## config.mk

```make
export PLATFORM = sky130hd
export DESIGN_NAME = btn_debounce_bank
export DESIGN_NICKNAME = d
export VERILOG_FILES = /design/src/rtl/btn_debounce_bank.sv
export SDC_FILE = /design/constraint.sdc
export NUM_CORES = 1
export LEC_CHECK = 0
export BUFFER_PORTS_ARGS = -buffer_cell sky130_fd_sc_hd__buf_2
export CORE_UTILIZATION = 49
export CTS_BUF_LIST = sky130_fd_sc_hd__clkbuf_2 sky130_fd_sc_hd__clkbuf_4 sky130_fd_sc_hd__clkbuf_8
export DETAILED_ROUTE_END_ITERATION = 7
export PLACE_DENSITY = 0.67
export SETUP_SLACK_MARGIN = 0.3
export SYNTH_ARGS = -nofsm -noshare
export SYNTH_HDL_FRONTEND = slang
export SYNTH_SLANG_ARGS = --single-unit
```

## constraint.sdc

```tcl
create_clock -name i_clk -period 1.6 [get_ports i_clk]
set_input_delay 0.24 -clock i_clk [delete_from_list [all_inputs] [get_ports i_clk]]
set_output_delay 0.24 -clock i_clk [all_outputs]
set_load 0.03 [all_outputs]
```

## src/rtl/btn_debounce_bank.sv

```systemverilog
// Multi-channel button debouncer: per-bit synchroniser, shared sample-tick prescaler
// and per-channel stability counter producing a clean level plus press/release pulses.
module btn_debounce_bank #(
    parameter int N_CH         = 4,
    parameter int TICK_DIV     = 62500,
    parameter int STABLE_TICKS = 100,
    parameter int SYNC_STAGES  = 2,
    parameter int ACTIVE_LOW   = 0
) (
    input  logic            i_clk,
    input  logic            i_rst,
    input  logic [N_CH-1:0] i_btn,
    output logic [N_CH-1:0] o_state,
    output logic [N_CH-1:0] o_rise,
    output logic [N_CH-1:0] o_fall,
    output logic            o_tick
);

    localparam int TICK_W = (TICK_DIV > 1) ? $clog2(TICK_DIV) : 1;
    localparam int CNT_W  = $clog2(STABLE_TICKS + 1);
    localparam logic [TICK_W-1:0] TICK_LAST = TICK_W'(TICK_DIV - 1);
    localparam logic [CNT_W-1:0]  CNT_LAST  = CNT_W'(STABLE_TICKS - 1);
    localparam logic              IDLE_BIT  = (ACTIVE_LOW != 0);
    localparam logic [N_CH-1:0]   IDLE_VEC  = {N_CH{IDLE_BIT}};

    // Sample-tick prescaler; a single-cycle divider keeps the counter pinned at 0.
    logic [TICK_W-1:0] tick_cnt_q, tick_cnt_d;

    always_comb begin
        tick_cnt_d = (tick_cnt_q == TICK_LAST) ? '0 : tick_cnt_q + 1'b1;
    end

    always_ff @(posedge i_clk) begin
        if (i_rst) begin
            tick_cnt_q <= '0;
        end else begin
            tick_cnt_q <= tick_cnt_d;
        end
    end

    assign o_tick = (tick_cnt_q == TICK_LAST);

    // Synchroniser chain; resetting to the idle pin level avoids a false event after reset.
    logic [SYNC_STAGES-1:0][N_CH-1:0] sync_q, sync_d;
    logic [N_CH-1:0]                  s_log;

    always_comb begin
        sync_d = {sync_q[SYNC_STAGES-2:0], i_btn};
    end

    always_ff @(posedge i_clk) begin
        if (i_rst) begin
            sync_q <= {SYNC_STAGES{IDLE_VEC}};
        end else begin
            sync_q <= sync_d;
        end
    end

    assign s_log = sync_q[SYNC_STAGES-1] ^ IDLE_VEC;

    genvar gi;
    generate
        for (gi = 0; gi < N_CH; gi++) begin : g_ch
            logic [CNT_W-1:0] cnt_q, cnt_d;
            logic             state_q, state_d;
            logic             rise_q, rise_d;
            logic             fall_q, fall_d;

            // Any agreeing tick clears the count: acceptance needs an unbroken run.
            always_comb begin
                cnt_d   = cnt_q;
                state_d = state_q;
                rise_d  = 1'b0;
                fall_d  = 1'b0;
                if (o_tick) begin
                    if (s_log[gi] == state_q) begin
                        cnt_d = '0;
                    end else if (cnt_q == CNT_LAST) begin
                        cnt_d   = '0;
                        state_d = s_log[gi];
                        rise_d  = s_log[gi];
                        fall_d  = ~s_log[gi];
                    end else begin
                        cnt_d = cnt_q + 1'b1;
                    end
                end
            end

            always_ff @(posedge i_clk) begin
                if (i_rst) begin
                    cnt_q   <= '0;
                    state_q <= 1'b0;
                    rise_q  <= 1'b0;
                    fall_q  <= 1'b0;
                end else begin
                    cnt_q   <= cnt_d;
                    state_q <= state_d;
                    rise_q  <= rise_d;
                    fall_q  <= fall_d;
                end
            end

            assign o_state[gi] = state_q;
            assign o_rise[gi]  = rise_q;
            assign o_fall[gi]  = fall_q;
        end
    endgenerate

endmodule

```

==> results of run 1 <==
## per-layer routing
metal / track usage, % / wire, µm / vias to the layer above
met3: 4.80 / 141 / 12
met2: 37.7 / 3280 / 40
met1: 29.4 / 3230 / 1253
met5: 0 / 0 / -
met4: 11.8 / 124 / 0
li1: - / - / 1313
## per-stage QoR
step	area, µm²	total power (W)
2_1_floorplan	3220	0.00172
3_3_place_gp	3470	0.00175
3_5_place_dp	3470	0.00175
4_1_cts	3910	0.00320
5_1_grt	4040	0.00330
6_report	4040	0.00318
## how the worst max path moves through the flow
stage                                        end  cells past startpoint                          start  slack, ps
floorplan           g_ch[3].state_q$_SDFFE_PP0P_                      6  g_ch[3].cnt_q[1]$_SDFFE_PP0N_         60
global placement    g_ch[3].state_q$_SDFFE_PP0P_                      5       tick_cnt_q[3]$_SDFF_PP0_          8
detailed placement  g_ch[0].state_q$_SDFFE_PP0P_                      5       tick_cnt_q[3]$_SDFF_PP0_        -30
CTS                                       o_tick                      4       tick_cnt_q[6]$_SDFF_PP0_       -140
global route                              o_tick                      4       tick_cnt_q[6]$_SDFF_PP0_       -210
finish                                    o_tick                      5       tick_cnt_q[0]$_SDFF_PP0_       -140
## cells in the final DEF (no fill, tap or decap), types with 5 or more instances in the layout
| cell type | count |
|---|---|
| a21oi_1 | 13 |
| a21oi_2 | 16 |
| and3_1 | 6 |
| buf_2 | 16 |
| buf_4 | 33 |
| buf_6 | 5 |
| clkbuf_8 | 12 |
| dfxtp_1 | 48 |
| dfxtp_2 | 10 |
| dfxtp_4 | 6 |
| inv_1 | 17 |
| nand2_1 | 19 |
| nand2_2 | 5 |
| nand3_1 | 12 |
| nand3_2 | 5 |
| nand3b_1 | 6 |
| nand4_1 | 8 |
| nor2_1 | 11 |
| nor2_2 | 7 |
| nor2b_1 | 9 |
| nor3_1 | 5 |
| o21ai_1 | 6 |
| o32ai_1 | 6 |
| o32ai_2 | 6 |
| or3_1 | 23 |
| xnor2_1 | 8 |
| xor2_1 | 6 |
## Yosys cell counts (9+ instances only)
master   number
dfxtp_1      64
a21oi_1      29
nand2_1      24
or3_1        23
nand3_1      20
nor2_1       18
inv_1        17
buf_4        13
o21ai_0      13
o32ai_1      12
nor2b_1      11
nor3_1        9
## power by group through the flow
stage	registers (W)	clock network, W	logic (W)
after CTS	0.00161	0.00146	0.000120
after floorplan	0.00165	0	0.0000703
after global routing	0.00161	0.00155	0.000142
after global placement	0.00165	0	0.000103
after detailed placement	0.00165	0	0.000106
final	0.00161	0.00144	0.000131
## worst max-delay path: cells and delay by family (launching register included)
kind                     cells  cell delay [ps]
adder cells (fa/ha/maj)      1              140
flip-flops                   1              360
buffers and inverters        2              250
AND/OR/NAND/NOR              2              420
## flip-flops by register name, summed over array words and instances, names as in the netlist
signal and cells:
g_ch.cnt_q 28, tick_cnt_q 16, g_ch.fall_q 4, g_ch.rise_q 4
g_ch.state_q 4, s_log 4, sync_d 4
## what timing repair did
action | in CTS | in global routing
pin swaps | 11 | 3
hold buffers | 0 | 0
setup buffers | 8 | 1
cloned | 1 | 0
setup endpoints to repair | 57 | 58
resized for setup | 40 | 24
## logic make-up after synthesis
| family | count (synthesis) | synth area share (%) |
|---|---|---|
| adders and majority gates | 5 | 2.13 |
| DFF | 64 | 43.6 |
| buffers and inverters | 43 | 7.32 |
| xor gates and xnor gates | 14 | 4.17 |
| AOI/OAI and AO/OA | 66 | 13.9 |
| and+or+nand+nor | 146 | 28.9 |
## cell type report
type	instances	area share (%)
sequential	64	32.6
tap	72	2.23
inverter	18	1.74
clock buffer	13	4.28
clock inverter	3	0.992
multi-input combinational	232	46.7
timing repair buffer	59	11.4
==> qor.yml, run 1 <==
outcome:
  outcome: "finished, violations left"
  violations: "negative setup slack"
finish:
  n_antenna_cell: 0
  final_core_util_pct: 71.6
  fin_nets: 395
  layout.area.seq_um2: 1320
  fin_cells: 461
  multiInputGateArea_um2: 1890
  fillers: 424
  drive_above_1_share_pct: 44.0
  area_delta_synth_final_pct: 37.4
power_and_ir_drop:
  power_leakage_nw: 1.37
  pwr-share-comb_pct: 4.1
  switching_power_w: 0.000669
  power_density_nw_per_um2: 788
  irDropWorstVdd_v: 0.000576
  internal-power_w: 0.00251
  pwr-share-clk_pct: 45.2
  switching_share_pct: 21.0
  power_frac_seq_pct: 50.7
worst_hold_path:
  holdPathEnd: "sync_d[7]$_SDFF_PP0_"
  whs_path_depth: 2
  hp-class: "primary input to register"
  hold_start: "i_btn[3]"
sta:
  hold_ws_ps: 121
  setup_slack_ps: -139
  period_share_pct: 109
  tightest_slew_ps: 513
  clock_skew_ps: 7.99
  fmax_ghz: 0.575
  period_needed_ps: 1740
  slew_headroom_pct: 65.8
  rsz0062_at_grt: "yes"
  hold_violations: 0
  finalSetupViolCount: 24
  slew_viol_final: 0
  fin_tns_setup_ps: -945
setup_path:
  critPathKind: "register to primary output"
  required_ps: 1360
  r2r_start: "tick_cnt_q[0]$_SDFF_PP0_"
  rrSetupSlack_ps: -60
  worstPathMaxFanout: 3
  startpoint_type: "register"
  crit_path_end_kind: "primary output"
  worstPathCellList: "ha_4, and4b_2, nand4_4, inv_4, buf_6"
  r2r-end: "g_ch[2].cnt_q[3]$_SDFFE_PP0N_"
  r2r_cells: 8
  critPathSlowestCell: "dfxtp_2"
  crit_arrival_ps: 1500
  critPathMaxStageDelay_ps: 360
synth:
  synthArstFlopShare_pct: 0
  syn_avg_cell_area_um2: 8.70
  ys_seq_area_share_pct: 43.6
  synth_edf_count: 0
  ys_seq_elements: 64
  synth_fp_nets: 349
  yosysUniqueCellTypes: 41
  syn-instance-count: 338
  synth_top_area_share_pct: 43.6
  synth_ff_type: "dfxtp_1"
  yosys.area.top_type: "dfxtp_1"
  synthTopCellsByArea: "dfxtp_1 (44%), a21oi_1 (4.9%), or3_1 (4.9%), o32ai_1 (3.6%), nand3_1 (3.4%)"
  synth_area_um2: 2940
  ys_warn_count: 0
floorplan:
  core-area_um2: 5640
  ioPinCount: 19
  start_util_pct: 52.1
  fp.dieH_um: 79.4
  rows: 27
  fp.dieW_um: 79.4
  die_area_um2: 6310
grt:
  grt_usage_pct: 23.4
  antenna_found_initial: 0
  overflow: 0
  grt_max_degree: 33
  grt_pass1_wl_mm: 11.4
  grt_pass1_vias: 2464
flow_run:
  max_cap_violations: 0
placement:
  gp_congestion: 0.880
  pre_cts_ws_ps: -30.1
  dp_cells: 435
  place_hpwl_mm: 4.26
  portBuffers: 18
clocking:
  tritoncts: "built"
  cts_buffer_depth: 2
  cts_made_buffers: 9
  htree_levels: 3
  cts-root-buf: "clkbuf_8"
  clkSinkCount: 64
  clkLatencyLatePin_ps: 330
  cts.clk_slew.worst_paths_ps: 70
drt:
  ant_nets: 0
  via_per_inst: 5.68
  wirelength_mm: 6.77
  drt_iter0_drc: 116
  vias: 2618
  drc: 0
  drtPass1Iterations: 4
  wl_per_cell_um: 14.7
(Power assumes the default switching activity.)
==> run 2, diff against run 1 <==
--- a/config.mk
+++ b/config.mk
@@ -5,11 +5,15 @@
 export SDC_FILE = /design/constraint.sdc
 export NUM_CORES = 1
 export LEC_CHECK = 0
+export ABC_AREA = 1
 export BUFFER_PORTS_ARGS = -buffer_cell sky130_fd_sc_hd__buf_2
-export CORE_UTILIZATION = 49
+export CELL_PAD_IN_SITES_DETAIL_PLACEMENT = 1
+export CELL_PAD_IN_SITES_GLOBAL_PLACEMENT = 1
+export CORE_MARGIN = 3
+export CORE_UTILIZATION = 41
 export CTS_BUF_LIST = sky130_fd_sc_hd__clkbuf_2 sky130_fd_sc_hd__clkbuf_4 sky130_fd_sc_hd__clkbuf_8
 export DETAILED_ROUTE_END_ITERATION = 7
-export PLACE_DENSITY = 0.67
+export PLACE_DENSITY = 0.75
 export SETUP_SLACK_MARGIN = 0.3
 export SYNTH_ARGS = -nofsm -noshare
 export SYNTH_HDL_FRONTEND = slang
==> qor.yml, run 2 <==
finish:
  design_area_um2: 4310  # +6.8%
  final_common_cell: "nand2_1"
  area_delta_synth_final_pct: 27.1
  n_antenna_cell: 0  # unchanged
  mostFrequentLayoutCells: "nand2_1 (104), nor2_1 (57), inv_1 (54)"
  fin_nets: 548  # +39%
  drive_above_1_share_pct: 29.5  # -14 points
  regMostFlops: "g_ch.cnt_q"
  largestRegisters: "g_ch.cnt_q (28), tick_cnt_q (16)"
  largest_reg_flops: 28  # unchanged
  final_core_util_pct: 54.7  # -17 points
worst_hold_path:
  hold_start: "i_btn[1]"
  holdPathEnd: "sync_d[5]$_SDFF_PP0_"
  hp-class: "primary input to register"
  whs_path_depth: 3  # +1
drt:
  drt_iter0_drc: 142  # +22%
  vias: 3379  # +29%
  dr_wl_met2_mm: 5.41  # +65%
  wl_per_cell_um: 16.6  # +13%
  wirelength_mm: 10.7  # +58%
  ant_nets: 0  # unchanged
  wl_met1_mm: 4.65  # +44%
  top_layer_used: "met4"
  met3_length_um: 360  # +160%
  drc: 0  # unchanged
  drtPass1Iterations: 4  # unchanged
  via_per_inst: 5.25  # -7.6%
sta:
  rsz0062_at_grt: "yes"
  hold_violations: 0  # unchanged
  slew_viol_final: 0  # unchanged
  clock_skew_ps: 9.60  # +1.61 ps
  fmax_ghz: 0.568  # -1.2%
  tightest_slew_ps: 429  # -83.5 ps
  period_needed_ps: 1760  # +20.5 ps
  finalSetupViolCount: 47  # +96%
  setup_slack_ps: -159  # -20.5 ps
  period_share_pct: 110  # +1.3 points
  slew_headroom_pct: 71.3  # +5.5 points
clocking:
  cts.clk_slew.worst_paths_ps: 70  # about the same
  clkLatencyLatePin_ps: 350  # +20 ps
  cts-root-buf: "clkbuf_8"
  tritoncts: "built"
  htree_levels: 3  # unchanged
  cts_made_buffers: 9  # unchanged
  ctsHoldBuffers: 0  # unchanged
  clkSinkCount: 64  # unchanged
  cts_buffer_depth: 2  # unchanged
synth:
  synth_edf_count: 0  # unchanged
  synth_ff_type: "dfxtp_1"
  synth_commonest_cells: "nand2_1 (111), nor2_1 (65), dfxtp_1 (64), inv_1 (61), nand3_1 (58)"
  ys_seq_elements: 64  # unchanged
  ys_seq_area_share_pct: 37.8  # -5.8 points
  synth_top_area_share_pct: 37.8  # -5.8 points
  syn-instance-count: 489  # +45%
  synthTopCellsByArea: "dfxtp_1 (38%), nand2_1 (12%), nand3_1 (8.6%), nor2_1 (7.2%), inv_1 (6.7%)"
  synthArstFlopShare_pct: 0  # unchanged
  ys_warn_count: 0  # unchanged
  yosys.area.top_type: "dfxtp_1"
  synth_area_um2: 3390  # +15%
  synth_fp_nets: 500  # +43%
  yosysUniqueCellTypes: 31  # -24%
  syn_avg_cell_area_um2: 6.94  # -20%
  synth_most_common_cell: "nand2_1"
floorplan:
  ioPinCount: 19  # unchanged
  rows: 32  # +19%
  die_area_um2: 9400  # +49%
  fp.dieH_um: 97.0  # +22%
  start_util_pct: 43.0  # -9.1 points
  fp.dieW_um: 97.0  # +22%
  core-area_um2: 7890  # +40%
setup_path:
  r2r_start: "tick_cnt_q[1]$_SDFF_PP0_"
  critPathMaxStageDelay_ps: 370  # about the same
  r2r-end: "g_ch[0].cnt_q[3]$_SDFFE_PP0N_"
  worstPathMaxFanout: 5  # +2
  crit_arrival_ps: 1990  # +490 ps
  rrSetupSlack_ps: -160  # -100 ps
  crit_path_end_kind: "register"
  path_delay_family: "simple AND/OR/NAND/NOR gates"
  critPathSlowestCell: "dfxtp_4"
  r2r_cells: 12  # +4
  startpoint_type: "register"
  critPathKind: "register to register"
  worstPathCellList: "ha_4, buf_6, inv_4, nor2_4, nand2_2, nor2_4, buf_12, nand2_8, buf_4, buf_6, nand3_1, nand2_1"
  path_buf_inv: 5  # +3
  required_ps: 1840  # +480 ps
power_and_ir_drop:
  irDropWorstVdd_v: 0.000342  # -41%
  internal-power_w: 0.00249  # -1.1%
  pwr-share-comb_pct: 4.2  # about the same
  switching_power_w: 0.000756  # +13%
  power_frac_seq_pct: 49.8  # -0.9 points
  pwr-share-clk_pct: 46.0  # +0.8 points
  power_leakage_nw: 1.76  # +28%
  switching_share_pct: 23.3  # +2.3 points
  power_density_nw_per_um2: 752  # -4.6%
placement:
  portBuffers: 18  # unchanged
  placed_area_um2: 3540  # +1.9%
  place_hpwl_mm: 6.15  # +44%
  gp_congestion: 0.814  # -7.5%
grt:
  grt_pass1_vias: 3320  # +35%
  antenna_found_initial: 0  # unchanged
  grt_usage_pct: 21.1  # -2.3 points
  overflow: 0  # unchanged
  grt_pass1_wl_mm: 16.0  # +40%
  grt_max_degree: 23  # -30%
outcome:
  violations: "negative setup slack"
  outcome: "finished, violations left"
flow_run:
  max_cap_violations: 0  # unchanged
-- run 2: layout make-up --
type                            instances  area [µm²]
Sequential cell                        64        1310
Clock inverter                          3        40.0
Inverter                               66         255
Multi-Input combinational cell        335        1920
Timing Repair Buffer                   61         493
Tap cell                              102         128
Fill cell                            1015        3570
Clock buffer                           13         166
-- run 2: per-stage QoR --
step / instances / hold WS (ps) / TNS, ps / setup slack [ps] / power (W)
after floorplan: 489 / 347 / 0 / 287 / 0.00172
after global placement: 601 / 395 / 0 / 149 / 0.00175
after detailed placement: 601 / 407 / 0 / 116 / 0.00175
final: 644 / 84.7 / -2750 / -159 / 0.00324
after global routing: 644 / 104 / -6550 / -221 / 0.00336
after CTS: 630 / 90.1 / -91.5 / -63.5 / 0.00324
-- run 2: worst min-delay path: cells and delay by family --
kind	cells	cell delay, ps
buf+inv	2	100
simple gates	1	60
-- run 2: what timing repair did --
item,4_1_cts,5_1_grt
setup buffers,9,14
endpoints found under the hold margin,0,0
setup endpoints to repair,56,57
resized for setup,40,48
pin swaps,13,23
gates cloned,4,0
-- run 2: power groups by stage --
stage | clock network [W] | registers, W | logic (W)
finish | 0.00149 | 0.00162 | 0.000135
global route | 0.00159 | 0.00162 | 0.000147
CTS | 0.00150 | 0.00162 | 0.000117
detailed placement | 0 | 0.00166 | 0.0000924
global placement | 0 | 0.00166 | 0.0000883
floorplan | 0 | 0.00166 | 0.0000667
-- run 2: worst max-delay path by stage --
stage	startpoint	end	depth (start not counted)
floorplan	tick_cnt_q[0]$_SDFF_PP0_	tick_cnt_q[8]$_SDFF_PP0_	9
global placement	tick_cnt_q[0]$_SDFF_PP0_	o_tick	6
detailed placement	tick_cnt_q[0]$_SDFF_PP0_	g_ch[1].cnt_q[0]$_SDFFE_PP0N_	8
CTS	tick_cnt_q[1]$_SDFF_PP0_	o_tick	6
global route	tick_cnt_q[1]$_SDFF_PP0_	g_ch[0].cnt_q[3]$_SDFFE_PP0N_	12
finish	tick_cnt_q[1]$_SDFF_PP0_	g_ch[0].cnt_q[3]$_SDFFE_PP0N_	12
-- run 2: layer usage --
metal | GRT usage [%] | vias up
met5 | 0 | -
met4 | 7.13 | 0
met3 | 4.76 | 28
met2 | 35.7 | 77
met1 | 26.3 | 1632
li1 | - | 1642
-- run 2: cells by family after synthesis --
kind of cell	after synthesis	share of synthesized area, %
fa+ha+maj	5	1.84
simple gates	281	38.2
xor+xnor	10	2.58
flops	64	37.8
mux	1	0.295
compound gates	35	5.31
buf+inv	93	14.0
